`config.mk`:
```
export PLATFORM = sky130hd
export DESIGN_NAME = fft_out_unloader
export DESIGN_NICKNAME = d
export VERILOG_FILES = /design/src/rtl/fft_out_unloader.sv
export SDC_FILE = /design/constraint.sdc
export NUM_CORES = 1
export LEC_CHECK = 0
export BUFFER_PORTS_ARGS = -buffer_cell sky130_fd_sc_hd__buf_2
export CORE_ASPECT_RATIO = 2
export CORE_MARGIN = 1
export CORE_UTILIZATION = 61
export DETAILED_ROUTE_END_ITERATION = 12
export PLACE_DENSITY = 0.95
export SETUP_SLACK_MARGIN = 0.3
export SYNTH_ARGS = -nofsm -noshare
export SYNTH_HDL_FRONTEND = slang
export SYNTH_SLANG_ARGS = --single-unit
```
`constraint.sdc`:
```
create_clock -name clk -period 6.38 [get_ports clk]
set_input_delay 0.638 -clock clk [delete_from_list [all_inputs] [get_ports clk]]
set_output_delay 0.638 -clock clk [all_outputs]
set_load 0.005 [all_outputs]
```
`src/rtl/fft_out_unloader.sv`:
```
`timescale 1ns/1ps
// Drains one N-point FFT frame from the result memory in bit-reversed address order; frame_ready to first push is 3 cycles, 1 sample/clk.
// out_stall freezes the output register; a 2-entry skid absorbs in-flight reads. FFT_OUT_SCALE_EN adds rounded >>LOG2N with saturation.
module fft_out_unloader #(
  parameter int NBITS  = 16,
  parameter int LOG2N  = 4,
  parameter int BITREV = 1
) (
  input  logic               clk,
  input  logic               reset,
  input  logic               frame_ready,
  output logic               frame_done,
  output logic               rd_en,
  output logic [LOG2N-1:0]   rd_addr,
  input  logic [2*NBITS-1:0] rd_data,
  output logic               out_push_F,
  output logic [NBITS-1:0]   out_real_F,
  output logic [NBITS-1:0]   out_imag_F,
  input  logic               out_stall
);

  localparam logic [LOG2N:0]   N_CNT    = (LOG2N+1)'(1 << LOG2N);
  localparam logic [LOG2N:0]   RD_ONE   = (LOG2N+1)'(1);
  localparam logic [LOG2N-1:0] OUT_ONE  = LOG2N'(1);
  localparam logic [LOG2N-1:0] LAST_IDX = '1;

  typedef enum logic [1:0] {S_IDLE, S_STREAM, S_DONE} state_t;

  state_t             state_q, state_d;
  logic [LOG2N:0]     rd_cnt_q, rd_cnt_d;
  logic [LOG2N-1:0]   out_cnt_q, out_cnt_d;
  logic               rd_en_q, rd_en_d;
  logic [LOG2N-1:0]   rd_addr_q, rd_addr_d;
  logic               rd_vld_q, rd_vld_d;
  logic [2*NBITS-1:0] skid_q [2];
  logic [2*NBITS-1:0] skid_d [2];
  logic               skid_wp_q, skid_wp_d;
  logic               skid_rp_q, skid_rp_d;
  logic [1:0]         skid_cnt_q, skid_cnt_d;
  logic               out_push_q, out_push_d;
  logic [NBITS-1:0]   out_real_q, out_real_d;
  logic [NBITS-1:0]   out_imag_q, out_imag_d;

  logic               xfer, out_free, out_load, skid_push, skid_pop, issue;
  logic [2:0]         budget;
  logic [2*NBITS-1:0] load_dat;

  function automatic logic [LOG2N-1:0] bit_rev(input logic [LOG2N-1:0] a);
    logic [LOG2N-1:0] r;
    for (int i = 0; i < LOG2N; i++) r[i] = a[LOG2N-1-i];
    return r;
  endfunction

`ifdef FFT_OUT_SCALE_EN
  localparam int                  RND_I = 1 << (LOG2N-1);
  localparam logic signed [NBITS:0] RND  = (NBITS+1)'(RND_I);
  localparam logic signed [NBITS:0] SMAX = (NBITS+1)'((1 << (NBITS-1)) - 1);
  localparam logic signed [NBITS:0] SMIN = (NBITS+1)'(-(1 << (NBITS-1)));

  // One guard bit keeps the rounding add from wrapping before the shift.
  function automatic logic [NBITS-1:0] comp_out(input logic [NBITS-1:0] x);
    logic signed [NBITS:0] v;
    v = ($signed({x[NBITS-1], x}) + RND) >>> LOG2N;
    if (v > SMAX) v = SMAX;
    else if (v < SMIN) v = SMIN;
    return v[NBITS-1:0];
  endfunction
`else
  function automatic logic [NBITS-1:0] comp_out(input logic [NBITS-1:0] x);
    return x;
  endfunction
`endif

  always_comb begin
    xfer      = out_push_q & ~out_stall;
    out_free  = ~out_push_q | xfer;
    // Count every slot already promised: skid entries, both read pipeline stages, and a held output.
    budget    = {1'b0, skid_cnt_q} + {2'b00, rd_en_q} + {2'b00, rd_vld_q} + {2'b00, out_push_q & out_stall};
    issue     = (state_q == S_STREAM) && (rd_cnt_q < N_CNT) && (budget < 3'd3);
    skid_pop  = out_free && (skid_cnt_q != 2'd0);
    out_load  = out_free && ((skid_cnt_q != 2'd0) || rd_vld_q);
    skid_push = rd_vld_q && !((skid_cnt_q == 2'd0) && out_free);
    load_dat  = (skid_cnt_q != 2'd0) ? skid_q[skid_rp_q] : rd_data;

    state_d    = state_q;
    rd_cnt_d   = rd_cnt_q;
    out_cnt_d  = out_cnt_q;
    rd_en_d    = issue;
    rd_vld_d   = rd_en_q;
    rd_addr_d  = rd_addr_q;
    skid_d     = skid_q;
    skid_wp_d  = skid_wp_q;
    skid_rp_d  = skid_rp_q;
    skid_cnt_d = skid_cnt_q;
    out_push_d = out_push_q;
    out_real_d = out_real_q;
    out_imag_d = out_imag_q;

    if (issue) begin
      rd_addr_d = (BITREV != 0) ? bit_rev(rd_cnt_q[LOG2N-1:0]) : rd_cnt_q[LOG2N-1:0];
      rd_cnt_d  = rd_cnt_q + RD_ONE;
    end

    if (skid_push) begin
      skid_d[skid_wp_q] = rd_data;
      skid_wp_d         = ~skid_wp_q;
    end
    if (skid_pop) skid_rp_d = ~skid_rp_q;
    case ({skid_push, skid_pop})
      2'b10:   skid_cnt_d = skid_cnt_q + 2'd1;
      2'b01:   skid_cnt_d = skid_cnt_q - 2'd1;
      default: skid_cnt_d = skid_cnt_q;
    endcase

    if (out_free) begin
      out_push_d = out_load;
      if (out_load) begin
        out_real_d = comp_out(load_dat[2*NBITS-1:NBITS]);
        out_imag_d = comp_out(load_dat[NBITS-1:0]);
      end
    end

    case (state_q)
      S_IDLE: begin
        if (frame_ready) begin
          state_d   = S_STREAM;
          rd_cnt_d  = '0;
          out_cnt_d = '0;
        end
      end
      S_STREAM: begin
        if (xfer) begin
          out_cnt_d = out_cnt_q + OUT_ONE;
          if (out_cnt_q == LAST_IDX) state_d = S_DONE;
        end
      end
      S_DONE:  state_d = S_IDLE;
      default: state_d = S_IDLE;
    endcase
  end

  always_ff @(posedge clk or negedge reset) begin
    if (!reset) begin
      state_q    <= S_IDLE;
      rd_cnt_q   <= '0;
      out_cnt_q  <= '0;
      rd_en_q    <= 1'b0;
      rd_addr_q  <= '0;
      rd_vld_q   <= 1'b0;
      skid_wp_q  <= 1'b0;
      skid_rp_q  <= 1'b0;
      skid_cnt_q <= 2'd0;
      out_push_q <= 1'b0;
      out_real_q <= '0;
      out_imag_q <= '0;
    end else begin
      state_q    <= state_d;
      rd_cnt_q   <= rd_cnt_d;
      out_cnt_q  <= out_cnt_d;
      rd_en_q    <= rd_en_d;
      rd_addr_q  <= rd_addr_d;
      rd_vld_q   <= rd_vld_d;
      skid_wp_q  <= skid_wp_d;
      skid_rp_q  <= skid_rp_d;
      skid_cnt_q <= skid_cnt_d;
      out_push_q <= out_push_d;
      out_real_q <= out_real_d;
      out_imag_q <= out_imag_d;
    end
  end

  always_ff @(posedge clk) begin
    skid_q <= skid_d;
  end

  assign frame_done = (state_q == S_DONE);
  assign rd_en      = rd_en_q;
  assign rd_addr    = rd_addr_q;
  assign out_push_F = out_push_q;
  assign out_real_F = out_real_q;
  assign out_imag_F = out_imag_q;

endmodule

```
* Word level (Yosys, flattened, before mapping)
Cells that the tools add are included.
W data, S select, Z words.
** Storage, ports and cells
- Register bits :: 118
- Output and inout port bits :: 39
- Word-level logic and storage cells :: 78
** Cells by class
- Multiplexer cells :: 18
- Order comparisons :: 5
- Add/sub/neg operators :: 7
- Equal/unequal tests :: 8
- Bitwise logic cells :: 9
- Reduce and logical (&&, ||, !) cells :: 17
** Operators by type and width (number)
- $mux W32 :: 5
- $bwmux W64 :: 1
- $demux W32 S1 :: 1
- $mux W5 :: 3
- $mux W4 :: 2
- $pmux W2 S2 :: 2
- $pmux W4 S2 :: 1
- $logic_and A1 B1 Y1 :: 7
- $add A3 B1 Y3 :: 2
- $mux W2 :: 3
- $reduce_and A3 Y1 :: 2
- $reduce_bool A2 Y1 :: 3
- $add A5 B1 Y5 const B :: 1
- $lt A5 B5 Y1 const B :: 1
- $add A4 B1 Y4 const B :: 1
- $eq A2 B1 Y1 const B :: 2
- $eq A2 B2 Y1 const B :: 2
- $eq A4 B4 Y1 const B :: 1
- $ge A2 B2 Y1 const B :: 2
- $logic_not A2 Y1 :: 2
- $ne A2 B2 Y1 const B :: 2
- $not A1 Y1 :: 4
- $not A1 Y2 :: 2
- $add A2 B1 Y3 :: 1
- 10 further kinds :: 11

* Longest topological paths before layout
Gate-level depths: netlist of run 1.
- Depth after elaboration :: 8
- Gate-level depth with buffers :: 9
- Depth with buffers taken out :: 8

* Worst setup path before layout of run 1
No wires, ideal clock.
- Path type :: input -> register
- Start point :: in out_stall
- End point :: reg skid_q[0] (netlist name), enable pin
- Arrival time :: 2.381 ns
- Stages on the path :: 4
- Path slack :: 3.578 ns
- Buffers on the path :: 1
- Cells stage by stage :: and2_1 > buf_2 > o21ai_2 > nor2_1
** Between the ends
- Cells in the longest elaborated chain, start to end :: 6
** Ends and longest elaborated chain
- start: declaration :: line 19 : input logic out_stall
- $not A1 Y1 :: line 75 : xfer = out_push_q & ~out_stall;
- $and A1 B1 Y1 :: line 75
- $or A1 B1 Y1 :: line 76 : out_free = ~out_push_q | xfer;
- $logic_and A1 B1 Y1 :: line 82 : skid_push = rd_vld_q && !((skid_cnt_q == 2'd0) && out_free);
- $logic_not A1 Y1 :: line 82
- $logic_and A1 B1 Y1 :: line 82
- end signal: assignment :: line 173 : skid_q <= skid_d;
- end: declaration :: line 35 : logic [2*NBITS-1:0] skid_q [2];
No other way between the ends.
A chain may end at the register's enable or synchronous reset.

* Worst setup path in the final report of run 1
- Start point :: reg skid_cnt_q[1]
- End point :: reg out_real_q[2], in the netlist out_real_F[2]
** Between the ends
- Cells in the longest elaborated chain, start to end :: 4
- Elaborated cells on any way between the ends :: 5
** Ends and longest elaborated chain
- start: declaration :: line 39 : logic [1:0] skid_cnt_q, skid_cnt_d;
- start signal: assignment :: line 165 : skid_cnt_q <= skid_cnt_d;
- $reduce_bool A2 Y1 (*) :: line 81, 83
- $logic_or A1 B1 Y1 :: line 81 : out_load = out_free && ((skid_cnt_q != 2'd0) || rd_vld_q);
- $logic_and A1 B1 Y1 :: line 81
- $reduce_and A2 Y1 (no line)
- end signal: assignment :: line 167 : out_real_q <= out_real_d;
- end: declaration :: line 41 : logic [NBITS-1:0] out_real_q, out_real_d;
Mark *: on every way between the ends. The rest lies on a longest branch, timed or not.

==> results_dict.tcl, run 1 <==
set metrics [dict create \
    status "completed" \
    grt-ovfl-total 0 \
    fill_cells 480 \
    synth-xor-area-share 0.00885 \
    ant_nets 0 \
    final.min_clock_period_ps 2940 \
    synth-edff-count 64 \
    via_per_inst 5.90 \
    clock-sinks 118 \
    clk_pin_slew_ps 50 \
    drt_iter0_markers 224 \
    core_um2 7890 \
    io_pins 75 \
    root_buffer "clkbuf_16" \
    timing.setup.tns_ps 0 \
    ys_top_cells_by_area "edfxtp_1 39%, dfrtp_1 27%, mux2_2 8.0%" \
    maxCapViolations 0 \
    ir_drop_uv 440 \
    ys.flop_type "edfxtp_1" \
    synth_top_family_by_area "multiplexers" \
    cts_tree "yes" \
    wl_per_cell_um 19.3 \
    synthAdderAreaFrac 0.0182 \
    finClkSkew_ps 8.97 \
    path_class "reg2reg" \
    async_flop_share 0.458 \
    endpoint_kind "flip-flop" \
    rows 46 \
    postCtsHoldBufs 0 \
    clock_latency_ps 410 \
    slew_headroom 0.178 \
    routed_wirelength_um 10100 \
    antenna_found_initial 0 \
    avgSynthCellArea_um2 14.5 \
    path_max_fanout 34 \
    grt_start_max_net_pins 55 \
    layout-drive-gt1-share 0.326 \
    cts_setup_buffers 0 \
    p_leak_uw 0.00239 \
    synthMuxAreaShare 0.147 \
    period_share 0.461 \
    worst_pin_slew_ps 1230 \
    worstHoldPathType "in2async" \
    ys_ff_latch 118 \
    vias 3100 \
    drtPass1Iterations 4 \
    cp.arrival_ps 3230 \
    crit_required_ps 6660 \
    h-tree-depth 4 \
    cts_resized 0 \
    cts_buffers 17 \
    syn2layout_area_growth_pct 18.5 \
    dp.final_hpwl_um 6340 \
    finalHoldWorstSlack_ps 362 \
    grt_pass1_wl_um 16200 \
    slew_violations 0 \
    yosysTopAreaCell "edfxtp_1" \
    grt_pass1_vias 3199 \
    die_w_um 65.7 \
    yosysSeqAreaShare 0.661 \
    final_nets 458 \
    antenna_cells 0 \
    cp-start-kind "flip-flop" \
    setup_violations 0 \
    synth_area_um2 4950 \
    io_buffers 74 \
    routabilityCongestion 0.774 \
    netlist_instances 342 \
    drcViolationCount 0 \
    syn_nets 384 \
    synthSimpleGateAreaFrac 0.0743 \
    rsz0062_at_grt "no" \
    yosysWarnings 0 \
    grt_usage 0.267 \
    powerDensity_nw_per_um2 571 \
    start_util 0.628 \
    synth_cell_types 36 \
    max_freq_ghz 0.340 \
    synth_compound_area_frac 0.0549 \
    hold_violations 0 \
    dieArea_um2 8500 \
    synth_top_area_frac 0.388 \
    die_h_um 129 \
    clockBufferDepth 2 \
]
==> cell usage after synthesis (4+ instances only) <==
cell type   n
edfxtp_1   64
dfrtp_1    54
mux2_2     35
a21oi_1    33
mux2i_1    32
nor3_1     31
buf_2       9
inv_1       9
o21ai_0     7
buf_6       6
clkbuf_1    6
nand3_1     6
nor2_1      6
nand2_1     5
ha_1        4
xnor2_1     4
==> worst paths after layout <==
kind	start	to	slack (ps)	cells past startpoint
worst min register to register	rd_en	rd_vld_q	470	0
worst min-delay path	reset	out_imag_F[8]	360	2
max in group asynchronous	reset	skid_rp_q	5510	2
min in group clk	rd_data[25]	skid_q[25]	430	1
worst max register to register	skid_cnt_q[1]	out_real_F[2]	3440	3
worst max-delay path	skid_cnt_q[1]	out_real_F[2]	3440	3
==> cells by family (layout without fill, tap and decap cells) <==
logic type | Yosys count | count (layout)
fa+ha+maj | 6 | 6
buf+inv | 31 | 118
simple gates | 66 | 66
xor+xnor | 5 | 5
mux | 68 | 68
compound gates | 48 | 48
flops | 118 | 118
==> registers in the layout, summed over array words and instances, names as in the netlist <==
signal / flops
rd_vld_q: 1
skid_q: 64
out_real_F: 16
out_cnt_q: 4
out_push_F: 1
rd_addr: 4
skid_rp_q: 1
rd_cnt_q: 5
out_imag_F: 16
skid_wp_q: 1
skid_cnt_q: 2
rd_en: 1
state_q: 2
==> layer usage <==
metal	GRT usage	vias up	wire, um
met2	0.447	130	5720
li1	-	1415	-
met1	0.294	1533	3620
met4	0.165	0	280
met3	0.0739	22	523
met5	0	-	0
==> area by class of cell <==
cell class	instances	area (um2)	share of cell area
Tap cell	96	120	0.0205
Clock buffer	26	479	0.0817
Sequential cell	118	3270	0.558
Clock inverter	6	51.3	0.00875
Timing Repair Buffer	77	393	0.0670
Multi-Input combinational cell	193	1510	0.258
Inverter	9	33.8	0.00576
==> layout by cell type, fill, tap and decap left out, types with 5 or more instances in the layout <==
cell        n
nand3_1     6
mux2_2     35
mux2i_1    32
nor3_1     31
clkbuf_1    7
clkbuf_16  17
edfxtp_1   64
o21ai_0     7
buf_2      74
dfrtp_1    53
a21oi_1    33
inv_1       9
nand2_1     5
==> per-stage QoR <==
| step | setup slack, ps | util | instance area, um2 | power [uW] | std cells |
|---|---|---|---|---|---|
| floorplan | 3580 | - | 4950 | 2150 | 342 |
| detailed placement | 3240 | 0.677 | 5340 | 2500 | 493 |
| finish | 3440 | 0.744 | 5870 | 3350 | 525 |
| CTS | 3440 | 0.744 | 5870 | 3370 | 525 |
| global route | 3260 | 0.744 | 5870 | 3540 | 525 |
| global placement | 3350 | 0.677 | 5340 | 2410 | 493 |
==> power breakdown <==
group | switching, uW | internal, uW
clock | 300 | 549
sequential | 247 | 1140
combinational | 569 | 541
total | 1120 | 2230
==> critical path, cell delays in order (launching register included) <==
cell	delay (ps)
dfrtp_1	1150
nor2_1	240
a21oi_4	950
mux2_2	440
Note: power is estimated with default switching activity, not from simulation.
==> run 2: changes to the inputs <==
--- a/config.mk
+++ b/config.mk
@@ -8,9 +8,9 @@
 export BUFFER_PORTS_ARGS = -buffer_cell sky130_fd_sc_hd__buf_2
 export CORE_ASPECT_RATIO = 2
 export CORE_MARGIN = 1
-export CORE_UTILIZATION = 61
+export CORE_UTILIZATION = 56
 export DETAILED_ROUTE_END_ITERATION = 12
-export PLACE_DENSITY = 0.95
+export PLACE_DENSITY = 0.9
 export SETUP_SLACK_MARGIN = 0.3
 export SYNTH_ARGS = -nofsm -noshare
 export SYNTH_HDL_FRONTEND = slang
==> constraint.sdc (replaced) <==
create_clock -name clk -period 2.79 [get_ports clk]
set_input_delay 0.279 -clock clk [delete_from_list [all_inputs] [get_ports clk]]
set_output_delay 0.279 -clock clk [all_outputs]
set_load 0.005 [all_outputs]
==> results_dict.tcl, run 2 (synthesis results as in run 1) <==
set metrics [dict create \
    crit_required_ps 3080 \
    p_leak_uw 0.00249 \
    slew_violations 0 \
    period_share 0.869 \
    p_int_uw 5500 \
    drtPass1Iterations 5 \
    setup_violations 0 \
    combPwrFrac 0.355 \
    switching_share 0.325 \
    endpoint_kind "flip-flop" \
    p_sw_uw 2640 \
    path_cells "and2_4, fa_1, ha_1, inv_1, fa_2, nand2b_4, nand2_4, mux2_2" \
    max_freq_ghz 0.412 \
    slew_headroom 0.356 \
    start_util 0.576 \
    timing.setup.tns_ps 0 \
    powerDensity_nw_per_um2 1340 \
    clockPowerShare 0.275 \
    io_pins 75 \
    final_nets 465 \
    syn2layout_area_growth_pct 22.5 \
    cp_slowest_cell "fa_1" \
    routabilityCongestion 0.779 \
    worstHoldPathType "in2reg" \
    antenna_found_initial 1 \
    top_register "skid_q" \
    largest_register_ffs 64 \
    die_h_um 135 \
    path_class "reg2reg" \
    seq_power_share 0.371 \
    dieArea_um2 9240 \
    dp.final_hpwl_um 6470 \
    critical_path.max_stage_delay_ps 440 \
    wl_per_cell_um 19.0 \
    ant_nets 0 \
    worst_pin_slew_ps 963 \
    status "completed" \
    cts_buffers 17 \
    io_buffers 74 \
    most-common-layout-cells "74 x buf_2, 64 x edfxtp_1, 53 x dfrtp_1, 35 x mux2_2, 33 x a21oi_1" \
    clock_latency_ps 400 \
    cp.arrival_ps 2710 \
    grt_pass1_vias 3420 \
    final_common_cell "buf_2" \
    total_power_uw 8140 \
    h-tree-depth 4 \
    grt-ovfl-total 0 \
    cp-start-kind "flip-flop" \
    final.min_clock_period_ps 2430 \
    drt_iter0_markers 189 \
    rows 48 \
    finClkSkew_ps 5.77 \
    utilization 0.706 \
    routed_wirelength_um 10200 \
    core_um2 8590 \
    cts_tree "yes" \
    path_max_fanout 5 \
    ir_drop_uv 880 \
    clockBufferDepth 2 \
    fill_cells 559 \
    grt_start_max_net_pins 55 \
    vias 3112 \
    maxCapViolations 0 \
    grt_usage 0.248 \
    layout-drive-gt1-share 0.360 \
    clock-sinks 118 \
    path_delay_family "adder cells" \
    rsz0062_at_grt "no" \
    via_per_inst 5.80 \
    die_w_um 68.5 \
    drcViolationCount 0 \
    grt_pass1_wl_um 16100 \
    path_buf_inv 1 \
    clk_pin_slew_ps 50 \
    hold_violations 0 \
    root_buffer "clkbuf_16" \
]
==> run 2: changes by cell type in the layout (fill, tap and decap cells not counted), sizes merged <==
cell / change
buf: +6
diode: +1
bufinv: +3
clkinv: +2
dlygate4sd3: +1
clkbuf: -5
==> run 2: area by class of cell <==
class / instances / area, um2 / share of cell area
antenna: 1 / 2.50 / 0.000413
clock buffer: 21 / 450 / 0.0743
clock inverter: 11 / 155 / 0.0256
inverter: 9 / 33.8 / 0.00557
multi-input combinational: 193 / 1530 / 0.253
sequential: 118 / 3270 / 0.540
tap: 100 / 125 / 0.0206
timing repair buffer: 84 / 485 / 0.0801
==> run 2: power groups by stage <==
stage | clock network [uW] | logic, uW | registers (uW)
detailed placement | 0 | 2810 | 3040
CTS | 2260 | 2870 | 3020
global placement | 0 | 2680 | 2990
global route | 2330 | 3160 | 3090
floorplan | 0 | 2080 | 2910
finish | 2230 | 2890 | 3020
==> run 2: worst reg2reg max path, delay by kind of cell, from the launching register on <==
kind | cells | cell delay [ps]
buffers and inverters | 1 | 70
and+or+nand+nor | 3 | 420
DFF | 1 | 410
adders and majority gates | 3 | 1080
muxes | 1 | 330
==> run 2: final timing paths <==
kind,start,end,slack [ps],depth (start not counted)
hold / removal,rd_data[10],skid_q[42],80,1
hold reg to reg,rd_en,rd_vld_q,460,0
setup / recovery,out_push_F,rd_addr[3],360,8
max in group asynchronous,reset,skid_rp_q,2120,3
min in group asynchronous,reset,out_imag_F[7],400,3
setup reg to reg,out_push_F,rd_addr[3],360,8
==> run 2: per-stage QoR <==
stage | area, um2 | std cells | setup slack [ps] | hold slack [ps]
3_5_place_dp | 5430 | 502 | 310 | 298
6_report | 6060 | 537 | 365 | 78.5
3_3_place_gp | 5430 | 502 | 345 | 291
4_1_cts | 6050 | 535 | 310 | 64.2
2_1_floorplan | 4960 | 342 | 212 | -16.6
5_1_grt | 6060 | 537 | 298 | 66.7
==> run 2: timing repair <==
| item | CTS | global route |
|---|---|---|
| hold buffers | 1 | 0 |
| endpoints found under the hold margin | 54 | 0 |
| resized for setup | 1 | 2 |
| pin swaps | 0 | 0 |
| setup buffers | 0 | 1 |
| endpoints found under the setup margin | 4 | 4 |
==> run 2: layer usage <==
metal  share of wire  global-route usage  up-vias
li1                -                   -     1433
met2            0.59               0.425      112
met5               0                   0        -
met4           0.016               0.111        0
met1            0.35               0.267     1554
met3           0.043              0.0785       13
